[src/rtl/ika9958_extclk_sync.sv]
// External DLCLK_n receiver: synchronises the master VDP dot clock, locks a local 4-phase counter to it
// and regenerates phiH/phiL enables. Define IKA9958_EXTCLK_HOLDOVER_EN to add the HOLD (holdover) state.
module ika9958_extclk_sync #(
  parameter int LOCK_CNT = 4,
  parameter int MISS_MAX = 2
) (
  input  logic       i_PHIA,
  input  logic       i_RST,
  input  logic       i_PHIA_NCEN,
  input  logic       i_EXTSYNC_EN,
  input  logic       i_DLCLK_n,
  output logic       o_PHIH_PCEN,
  output logic       o_PHIH_NCEN,
  output logic       o_PHIL_PCEN,
  output logic       o_PHIL_NCEN,
  output logic [1:0] o_PHASE,
  output logic       o_LOCKED,
  output logic       o_LOSS
);

  if (LOCK_CNT < 1 || LOCK_CNT > 15 || MISS_MAX < 1 || MISS_MAX > 7) begin : g_bad_param
    $error("ika9958_extclk_sync: LOCK_CNT must be 1..15 and MISS_MAX 1..7");
  end

  typedef enum logic [1:0] {ST_ACQ, ST_LOCK, ST_HOLD} state_t;

  localparam logic [3:0] LOCK_CNT_V = 4'(LOCK_CNT);

  state_t     state;
  logic       s1, s2, s3;
  logic [1:0] ph;
  logic [3:0] good_cnt;
  logic       loss;
`ifdef IKA9958_EXTCLK_HOLDOVER_EN
  localparam logic [2:0] MISS_MAX_V = 3'(MISS_MAX);
  logic [2:0] miss_cnt;
`endif

  logic dl_edge, good, bad, active;

  // Falling edge of DLCLK_n marks the master's phiL rise; classification uses ph before realignment.
  assign dl_edge = s3 & ~s2;
  assign good    = dl_edge & (ph == 2'd3);
  assign bad     = dl_edge ^ (ph == 2'd3);

  // NOTE: every state bit, including the synchroniser, is assigned with <= so all flops sample the
  // same pre-edge values; a blocking = here would collapse the s1->s2->s3 chain into one stage.
  always_ff @(posedge i_PHIA or posedge i_RST) begin
    if (i_RST) begin
      s1       <= 1'b1;
      s2       <= 1'b1;
      s3       <= 1'b1;
      ph       <= 2'd0;
      state    <= ST_ACQ;
      good_cnt <= 4'd0;
      loss     <= 1'b0;
`ifdef IKA9958_EXTCLK_HOLDOVER_EN
      miss_cnt <= 3'd0;
`endif
    end else if (i_PHIA_NCEN) begin
      s1   <= i_DLCLK_n;
      s2   <= s1;
      s3   <= s2;
      ph   <= dl_edge ? 2'd0 : ph + 2'd1;
      loss <= 1'b0;
      if (!i_EXTSYNC_EN) begin
        // Deselecting the external clock is deliberate, so it never reports loss.
        state    <= ST_ACQ;
        good_cnt <= 4'd0;
`ifdef IKA9958_EXTCLK_HOLDOVER_EN
        miss_cnt <= 3'd0;
`endif
      end else begin
        case (state)
          ST_ACQ: begin
            if (good) begin
              if (good_cnt + 4'd1 == LOCK_CNT_V) begin
                state    <= ST_LOCK;
                good_cnt <= 4'd0;
              end else begin
                good_cnt <= good_cnt + 4'd1;
              end
            end else if (bad) begin
              good_cnt <= 4'd0;
            end
          end
          ST_LOCK: begin
            if (bad) begin
`ifdef IKA9958_EXTCLK_HOLDOVER_EN
              state    <= ST_HOLD;
              miss_cnt <= 3'd1;
`else
              state <= ST_ACQ;
              loss  <= 1'b1;
`endif
            end
          end
`ifdef IKA9958_EXTCLK_HOLDOVER_EN
          ST_HOLD: begin
            if (good) begin
              state    <= ST_LOCK;
              miss_cnt <= 3'd0;
            end else if (bad) begin
              if (miss_cnt + 3'd1 == MISS_MAX_V) begin
                state    <= ST_ACQ;
                miss_cnt <= 3'd0;
                loss     <= 1'b1;
              end else begin
                miss_cnt <= miss_cnt + 3'd1;
              end
            end
          end
`endif
          default: state <= ST_ACQ;
        endcase
      end
    end
  end

  // NOTE: the enables are pure continuous assigns of registered state; no always_comb is
  // needed, so there is no path that could leave an output unassigned and infer a latch.
  assign active      = i_PHIA_NCEN & ((state == ST_LOCK) | (state == ST_HOLD));
  assign o_PHIL_PCEN = active & (ph == 2'd0);
  assign o_PHIL_NCEN = active & (ph == 2'd2);
  assign o_PHIH_PCEN = active & ~ph[0];
  assign o_PHIH_NCEN = active &  ph[0];
  assign o_PHASE     = ph;
  assign o_LOCKED    = (state == ST_LOCK);
  assign o_LOSS      = loss;

endmodule
[config.mk]
export PLATFORM = sky130hd
export DESIGN_NAME = ika9958_extclk_sync
export DESIGN_NICKNAME = d
export VERILOG_FILES = /design/src/rtl/ika9958_extclk_sync.sv
export SDC_FILE = /design/constraint.sdc
export NUM_CORES = 1
export LEC_CHECK = 0
export BUFFER_PORTS_ARGS = -buffer_cell sky130_fd_sc_hd__buf_2
export CORE_AREA = 2 2 39 41
export CTS_CLUSTER_SIZE = 10
export DETAILED_ROUTE_END_ITERATION = 16
export DIE_AREA = 0 0 41 43
export MAX_ROUTING_LAYER = met4
export PLACE_DENSITY = 0.71
export SLEW_MARGIN = 20
export SYNTH_ARGS = -nofsm -noshare
export SYNTH_HDL_FRONTEND = slang
export SYNTH_SLANG_ARGS = --single-unit
[constraint.sdc]
create_clock -name i_PHIA -period 2.7 [get_ports i_PHIA]
set_input_delay 0.54 -clock i_PHIA [delete_from_list [all_inputs] [get_ports i_PHIA]]
set_output_delay 0.54 -clock i_PHIA [all_outputs]
set_load 0.01 [all_outputs]
# After elaboration in Yosys (flattened, before gate mapping)
# Index checks and enable logic that the tools add are counted.
# word_totals
ff_bits	12
inputBits	5
out_inout_bits	8
elab_cells	48
# op_classes
addsub	2
n_eq_ne	10
muxes	14
bitwise_logic	11
reduce_logical	4
# op_table
cell	count
$mux W4	5
$mux W2	5
$and A1 B1 Y1	7
$eq A2 B2 Y1 const B	3
$ne A3 B3 Y1 const B	2
$add A4 B1 Y4 const B	1
$eq A4 B3 Y1 const B	1
$logic_not A2 Y1	2
$pmux W2 S2	1
$reduce_and A4 Y1	1
$mux W1	3
$ne A3 B1 Y1 const B	1
$ne A3 B2 Y1 const B	1
$reduce_and A3 Y1	1
$add A2 B1 Y2 const B	1
$eq A2 B1 Y1 const B	1
$ne A2 B1 Y1 const B	1
$not A1 Y1	2
$or A1 B1 Y1	1
$xor A1 B1 Y1	1

# Depth between registers and ports, before layout
# Gate-level depths: netlist (run 1).
# depth
depth_word	7
mapped_depth	5
mapped_depth_nobuf	5

# Least setup slack after synthesis (run 1)
# Ideal clock, no wire load.
# synth_timing
kind	register -> register
start	register s3
end	register good_cnt[3]
setup_ps	66
arrival_time_ps	1449
t_required_ps	2634
path_slack_ps	1186
stages_incl_launch_ff	5
path_buffers	0
synth_period_minus_slack_ps	1514
path_cell_list	dfstp_2 nor2b_1 ha_1 o311ai_2 a22o_1
# synth_between
elab_chain_cells	5
word_cells_on_any_way	8
classes_between	eq/ne: 1; mux: 3; bitwise: 3; reduce/logical: 1
# synth_rtl
item	line	text
start: declaration	30	logic s1, s2, s3;
start signal: assignment	52	s3 <= 1'b1;
start signal: assignment	63	s3 <= s2;
$and A1 B1 Y1 (*)	42	assign dl_edge = s3 & ~s2;
$and A1 B1 Y1	43	assign good = dl_edge & (ph == 2'd3);
$mux W4	76	if (good) begin
$mux W4	74	case (state)
$mux W4	66	if (!i_EXTSYNC_EN) begin
end signal: assignment	81	good_cnt <= good_cnt + 4'd1;
end: declaration	32	logic [3:0] good_cnt;
# Mark *: on every way between the ends. The rest lies on a longest branch, timed or not. The select of a mux whose other input is x is not followed.
# A chain may end at the register's enable or synchronous reset.

# Worst setup path after layout (run 1)
# layout_timing
start	register ph[0], in the netlist o_PHASE[0]
end	output port o_PHIL_PCEN
# layout_between
elab_chain_cells	2
# layout_rtl
item	line	text
start: declaration	31	logic [1:0] ph;
start signal: assignment	64	ph <= dl_edge ? 2'd0 : ph + 2'd1;
$logic_not A2 Y1	123	assign o_PHIL_PCEN = active & (ph == 2'd0);
$and A1 B1 Y1	123	
end: declaration	14	output logic o_PHIL_PCEN,
# Every way passes these cells.

==> out/metrics.csv, run 1 <==
metric;value;unit
final wirelength;1.17;mm
I/O Buffers;12;
CP max-delay cell;dfrtp_1;
Starting Density;48.9;%
Pwr Density;569;nW/um^2
sequential-to-total area share from yosys stat;41.2;%
Slew HR;72.8;%
Cells after Synth;62;
CTS hold repair buffers;0;
Clock Skews;0.432;ps
clk root buf;clkbuf_4;
Die H;43;um
upper clock frequency limit;0.548;GHz
starting DRC count in detailed routing;4;
htree depth;1;
post-route cell area;778;sq um
Via density;5.48;
status;finished clean;
Syn Nets;73;
area grow syn2layout;15.0;%
highest net fanout along the worst path;6;
Tmin final;1830;ps
first-pass GRT wire length;1.97;mm
critical path required time;2160;ps
vias in the first global route;473;
Layout fillers;127;
DR WL/cell;12.5;um
Syn. warnings;0;
hold_ws;244;ps
global placement routability congestion;0.772;
RSZ-0062 raised after global routing;no;
Clock Latency Late Sink;270;ps
post-placement cell count;89;
Critical Path, Cell by Cell;inv_1 -> ha_1 -> and3_1 -> buf_2;
antenna diode count;0;
Setup TNS Final;0;ps
clock tree buffer depth;2;
DIE WIDTH;41;um
part of the cycle the worst path needs;67.6;%
nets@finish;89;
Synth cell types;32;
WP data arrival;1290;ps
cts bufs inserted;3;
Final Hold Vio Count;0;
Critical Path Source Type;flip-flop;
Site Rows;14;
clock sinks;11;
Peak VDD IR;472;uV
CTS clock-pin slew for the worst setup and hold paths;70;ps
DR pass1 iterations;4;
via count;510;
Lkg Pwr;0.000413;uW
final antenna-violating net count;0;
post-cts gate resize count;0;
Post-DP Area;752;sq um
initial antenna violation count;0;
Non-Filler Instances;93;
IO Count;13;
CP delay by family, top;flip-flops;
number of synthesized flops with an enable pin;0;
Mapped Area;677;sq um
Largest stage delay, worst path;420;ps
postcts setup bufs;0;
asr flop ratio synth;100;%
Min-Delay Path Class;in -> async;
layout cells sized above 1;33.8;%
largest net degree at the start of global routing;15;
Synth Area per Inst;10.9;sq um
ys flop type;dfrtp_1;
setup violators final;0;
max-cap viol count;0;
WP buf/inv;2;
detailed-route DRC error count;0;
total congestion overflow;0;
Slew @ Worst Pin;408;ps
CTS tree;done;
Overall Global Routing Usage;17.8;%
#FFs+latches synth;11;
CP endpoint kind;output port;
core area;1380;sq um
worst setup path class;reg -> out;
DIE AREA;1760;sq um
Slew Viols, Final;0;
-- layout by cell type (no fill, tap or decap), types with 2 or more instances in the layout --
| cell type | n |
|---|---|
| mux2_2 | 4 |
| clkbuf_4 | 3 |
| dfrtp_1 | 8 |
| nor2b_1 | 2 |
| nand2_1 | 5 |
| a22o_1 | 2 |
| and3_1 | 2 |
| o22ai_1 | 2 |
| buf_2 | 12 |
| dfstp_2 | 3 |
| inv_1 | 4 |
| ha_1 | 6 |
| nor2_1 | 3 |
-- cells in the mapped netlist, drive strengths merged (2+ instances only) --
cell / number / area (sq um)
and3: 2 / 12.5
nor2: 3 / 11.3
dfrtp: 8 / 200
dfstp: 3 / 78.8
nand2: 5 / 18.8
inv: 5 / 18.8
o22ai: 2 / 12.5
nor2b: 2 / 12.5
a22o: 2 / 17.5
mux2: 4 / 45.0
ha: 6 / 75.1
-- worst reg2reg max path: stages, from the launching register on --
cell      delay (ps)
dfstp_2          520
nor2b_1          220
ha_1             240
nand4b_1         190
nor4b_1          290
a211o_1          140
-- path summary, 6_finish.rpt --
path                       slack (ps)        from  cells after the start     endpoint
setup reg to reg                 1030          s3                      5  good_cnt[2]
hold / removal                    240       i_RST                      2  good_cnt[2]
setup / recovery                  870  o_PHASE[0]                      4  o_PHIL_PCEN
max in group asynchronous        2130       i_RST                      2           s3
hold reg to reg                   520      o_LOSS                      2       o_LOSS
min in group i_PHIA               510   i_DLCLK_n                      2           s1
-- per-layer routing --
metal  vias up  track usage (%)  part of all wire (%)
li1        261                -                     -
met1       241             22.5                    46
met2         6             24.1                    51
met3         2             4.71                   1.9
met4         0             12.0                   1.5
met5         -                -                     0
-- stage by stage --
step | worst slack [ps] | power (uW) | utilization [%]
after floorplan | 1190 | 298 | -
after global routing | 793 | 480 | 56.2
after detailed placement | 1030 | 335 | 54.3
after CTS | 852 | 449 | 56.2
after global placement | 1040 | 332 | 54.3
final | 874 | 443 | 56.2
-- state kept, by name, indices dropped and copies added (netlist names) --
register	count
o_LOSS	1
s3	1
s2	1
good_cnt	4
state	1
o_PHASE	2
s1	1
-- layout make-up --
cell class                      instances  area (sq um)  share of cell area (%)
Multi-Input combinational cell         45           374                    48.1
Sequential cell                        11           279                    35.9
Timing Repair Buffer                   12          60.1                    7.72
Clock buffer                            4          26.3                    3.38
Tap cell                               16          20.0                    2.57
Inverter                                5          18.8                    2.41
-- cell families (layout without fill, tap and decap cells) --
group	Yosys count	count (layout)	share of synthesized area, %
AND/OR/NAND/NOR	20	20	17.7
AO/OA/AOI/OAI	13	13	17.2
multiplexers	4	4	6.65
adder cells (fa/ha/maj)	6	6	11.1
flip-flops	11	11	41.2
buffers and inverters	6	21	3.51
XOR/XNOR	2	2	2.59
-- where the power goes --
part           total [uW]  internal [uW]  switching, uW
Sequential            216            192           24.0
Clock                 112           57.2           55.1
Combinational         114           51.3           63.1
(Power assumes the default switching activity.)
==> inputs of run 2 (changes only) <==
--- a/config.mk
+++ b/config.mk
@@ -6,12 +6,12 @@
 export NUM_CORES = 1
 export LEC_CHECK = 0
 export BUFFER_PORTS_ARGS = -buffer_cell sky130_fd_sc_hd__buf_2
-export CORE_AREA = 2 2 39 41
+export CORE_MARGIN = 1.5
+export CORE_UTILIZATION = 52
 export CTS_CLUSTER_SIZE = 10
 export DETAILED_ROUTE_END_ITERATION = 16
-export DIE_AREA = 0 0 41 43
 export MAX_ROUTING_LAYER = met4
-export PLACE_DENSITY = 0.71
+export PLACE_DENSITY = 0.73
 export SLEW_MARGIN = 20
 export SYNTH_ARGS = -nofsm -noshare
 export SYNTH_HDL_FRONTEND = slang
==> constraint.sdc (replaced) <==
create_clock -name i_PHIA -period 1.8 [get_ports i_PHIA]
set_input_delay 0.36 -clock i_PHIA [delete_from_list [all_inputs] [get_ports i_PHIA]]
set_output_delay 0.36 -clock i_PHIA [all_outputs]
set_load 0.01 [all_outputs]
==> run 2 against run 1 <==
Against the previous run: critical path depth unchanged; combinational power up 51%; wire length down 1.0%; design area down 0.16%; largest power group unchanged.
==> out/metrics.csv, run 2 (synthesized netlist as in run 1, its figures left out) <==
metric;value;unit;change
max reg flops;4;;unchanged
Die H;39.1;um;was 43 um
htree depth;1;;unchanged
final antenna-violating net count;0;;unchanged
Via density;5.73;;was 5.48
RSZ-0062 raised after global routing;no;;unchanged
starting DRC count in detailed routing;7;;was 4
DIE AREA;1530;sq um;was 1760 sq um
DIE WIDTH;39.1;um;was 41 um
clock tree buffer depth;2;;unchanged
beginning of the critical path;s3;;was o_PHASE[0]
Clk pwr share;24.9;%;was 25.4%
IO Count;13;;unchanged
Net Sw Power;215;uW;was 142 uW
Slew Viols, Final;0;;unchanged
most frequent cells in the layout;12 x buf_2, 8 x dfrtp_1, 6 x ha_1, 5 x nand2_1;;unchanged
Largest stage delay, worst path;520;ps;was 420 ps
largest net degree at the start of global routing;15;;unchanged
total power;664;uW;was 443 uW
detailed-route DRC error count;0;;unchanged
CTS tree;done;;unchanged
CTS hold repair buffers;0;;unchanged
part of the cycle the worst path needs;92.2;%;
worst setup path class;reg -> reg;;was reg -> out
clk root buf;clkbuf_4;;unchanged
CP max-delay cell;dfstp_2;;was dfrtp_1
Critical Path, Cell by Cell;nor2b_1 -> ha_1 -> o311ai_2 -> a22o_1;;was inv_1 -> ha_1 -> and3_1 -> buf_2
Final Util;67.2;%;was 56.2%
most common cell after layout, fill and taps aside;buf_2;;unchanged
Overall Global Routing Usage;18.4;%;was 17.8%
vias in the first global route;416;;was 473
I/O Buffers;12;;unchanged
CTS clock-pin slew for the worst setup and hold paths;70;ps;about the same
layout cells sized above 1;35.1;%;was 33.8%
postcts setup bufs;0;;unchanged
status;finished clean;;unchanged
Min-Delay Path Class;in -> async;;unchanged
total congestion overflow;0;;unchanged
Site Rows;12;;was 14
post-cts gate resize count;0;;unchanged
WP buf/inv;0;;was 2
setup violators final;0;;unchanged
Tmin final;1660;ps;
Pwr Density;854;nW/um^2;was 569 nW/um^2
Peak VDD IR;534;uV;was 472 uV
max-cap viol count;0;;unchanged
antenna diode count;0;;unchanged
Clock Skews;5.10;ps;was 0.432 ps
clock sinks;11;;unchanged
via count;521;;was 510
core area;1160;sq um;was 1380 sq um
Slew @ Worst Pin;410;ps;was 408 ps
DR WL/cell;12.7;um;was 12.5 um
dpl hpwl;898;um;
initial antenna violation count;0;;unchanged
CP delay by family, top;compound AO/OA/AOI/OAI gates;;was flip-flops
Layout fillers;89;;was 127
Sequential Power Share;49.1;%;was 48.8%
global placement routability congestion;0.814;;was 0.772
combinational power share;26.0;%;was 25.8%
Clock Latency Late Sink;270;ps;about the same
nets@finish;89;;unchanged
upper clock frequency limit;0.603;GHz;
area grow syn2layout;14.8;%;was 15.0%
Slew HR;72.6;%;was 72.8%
DR pass1 iterations;4;;unchanged
cts bufs inserted;3;;unchanged
Lkg Pwr;0.000415;uW;was 0.000413 uW
critical path required time;2010;ps;was 2160 ps
Internal Pwr Total;448;uW;was 300 uW
first-pass GRT wire length;1.77;mm;was 1.97 mm
Setup TNS Final;0;ps;unchanged
CP endpoint kind;flip-flop;;was output port
highest net fanout along the worst path;4;;was 6
Starting Density;58.5;%;was 48.9%
Critical Path Source Type;flip-flop;;unchanged
sw frac;32.4;%;was 32.1%
Biggest register;good_cnt;;unchanged
final wirelength;1.16;mm;was 1.17 mm
RR Startpoint;s3;;unchanged
Final Hold Vio Count;0;;unchanged
WP data arrival;1870;ps;was 1290 ps
-- run 2: cell count changes in the layout (fill, tap and decap cells not counted), sizes merged --
cell and delta:
clkinv +1, clkbuf -1
-- run 2: layout make-up --
class	instances	area (sq um)	area share, %
clock buffer	3	22.5	2.90
multi-input combinational	45	374	48.1
clock inverter	1	5.00	0.644
sequential	11	279	35.9
timing repair buffer	12	60.1	7.73
tap	14	17.5	2.25
inverter	5	18.8	2.42
-- run 2: layer usage --
layer / share of wire [%] / up-vias / track usage [%]
li1: - / 262 / -
met1: 49 / 243 / 22.0
met2: 45 / 16 / 27.5
met3: 6.1 / 0 / 8.67
met4: 0 / 0 / 5.17
met5: 0 / - / -
-- run 2: final timing paths --
kind | to | slack [ps] | cells after the start
worst max-delay path | good_cnt[3] | 140 | 4
worst min-delay path | o_LOSS | 60 | 2
worst max register to register | good_cnt[3] | 140 | 4
worst min register to register | o_LOSS | 550 | 2
max in group asynchronous | s1 | 1410 | 2
min in group i_PHIA | s1 | 330 | 2
-- run 2: power by group through the flow --
| stage | sequential [uW] | combinational (uW) | clock [uW] |
|---|---|---|---|
| after floorplan | 333 | 114 | 0 |
| after global placement | 329 | 170 | 0 |
| after detailed placement | 330 | 175 | 0 |
| after CTS | 326 | 177 | 175 |
| after global routing | 330 | 200 | 182 |
| final | 326 | 172 | 165 |
-- run 2: stage by stage --
stage | hold WS (ps) | area (sq um) | setup WS (ps) | std cells
CTS | 67.1 | 777 | 117 | 91
global placement | 368 | 749 | 164 | 87
floorplan | 210 | 677 | 286 | 62
finish | 64.4 | 777 | 140 | 91
global route | 97.0 | 777 | 10.7 | 91
detailed placement | 365 | 749 | 146 | 87
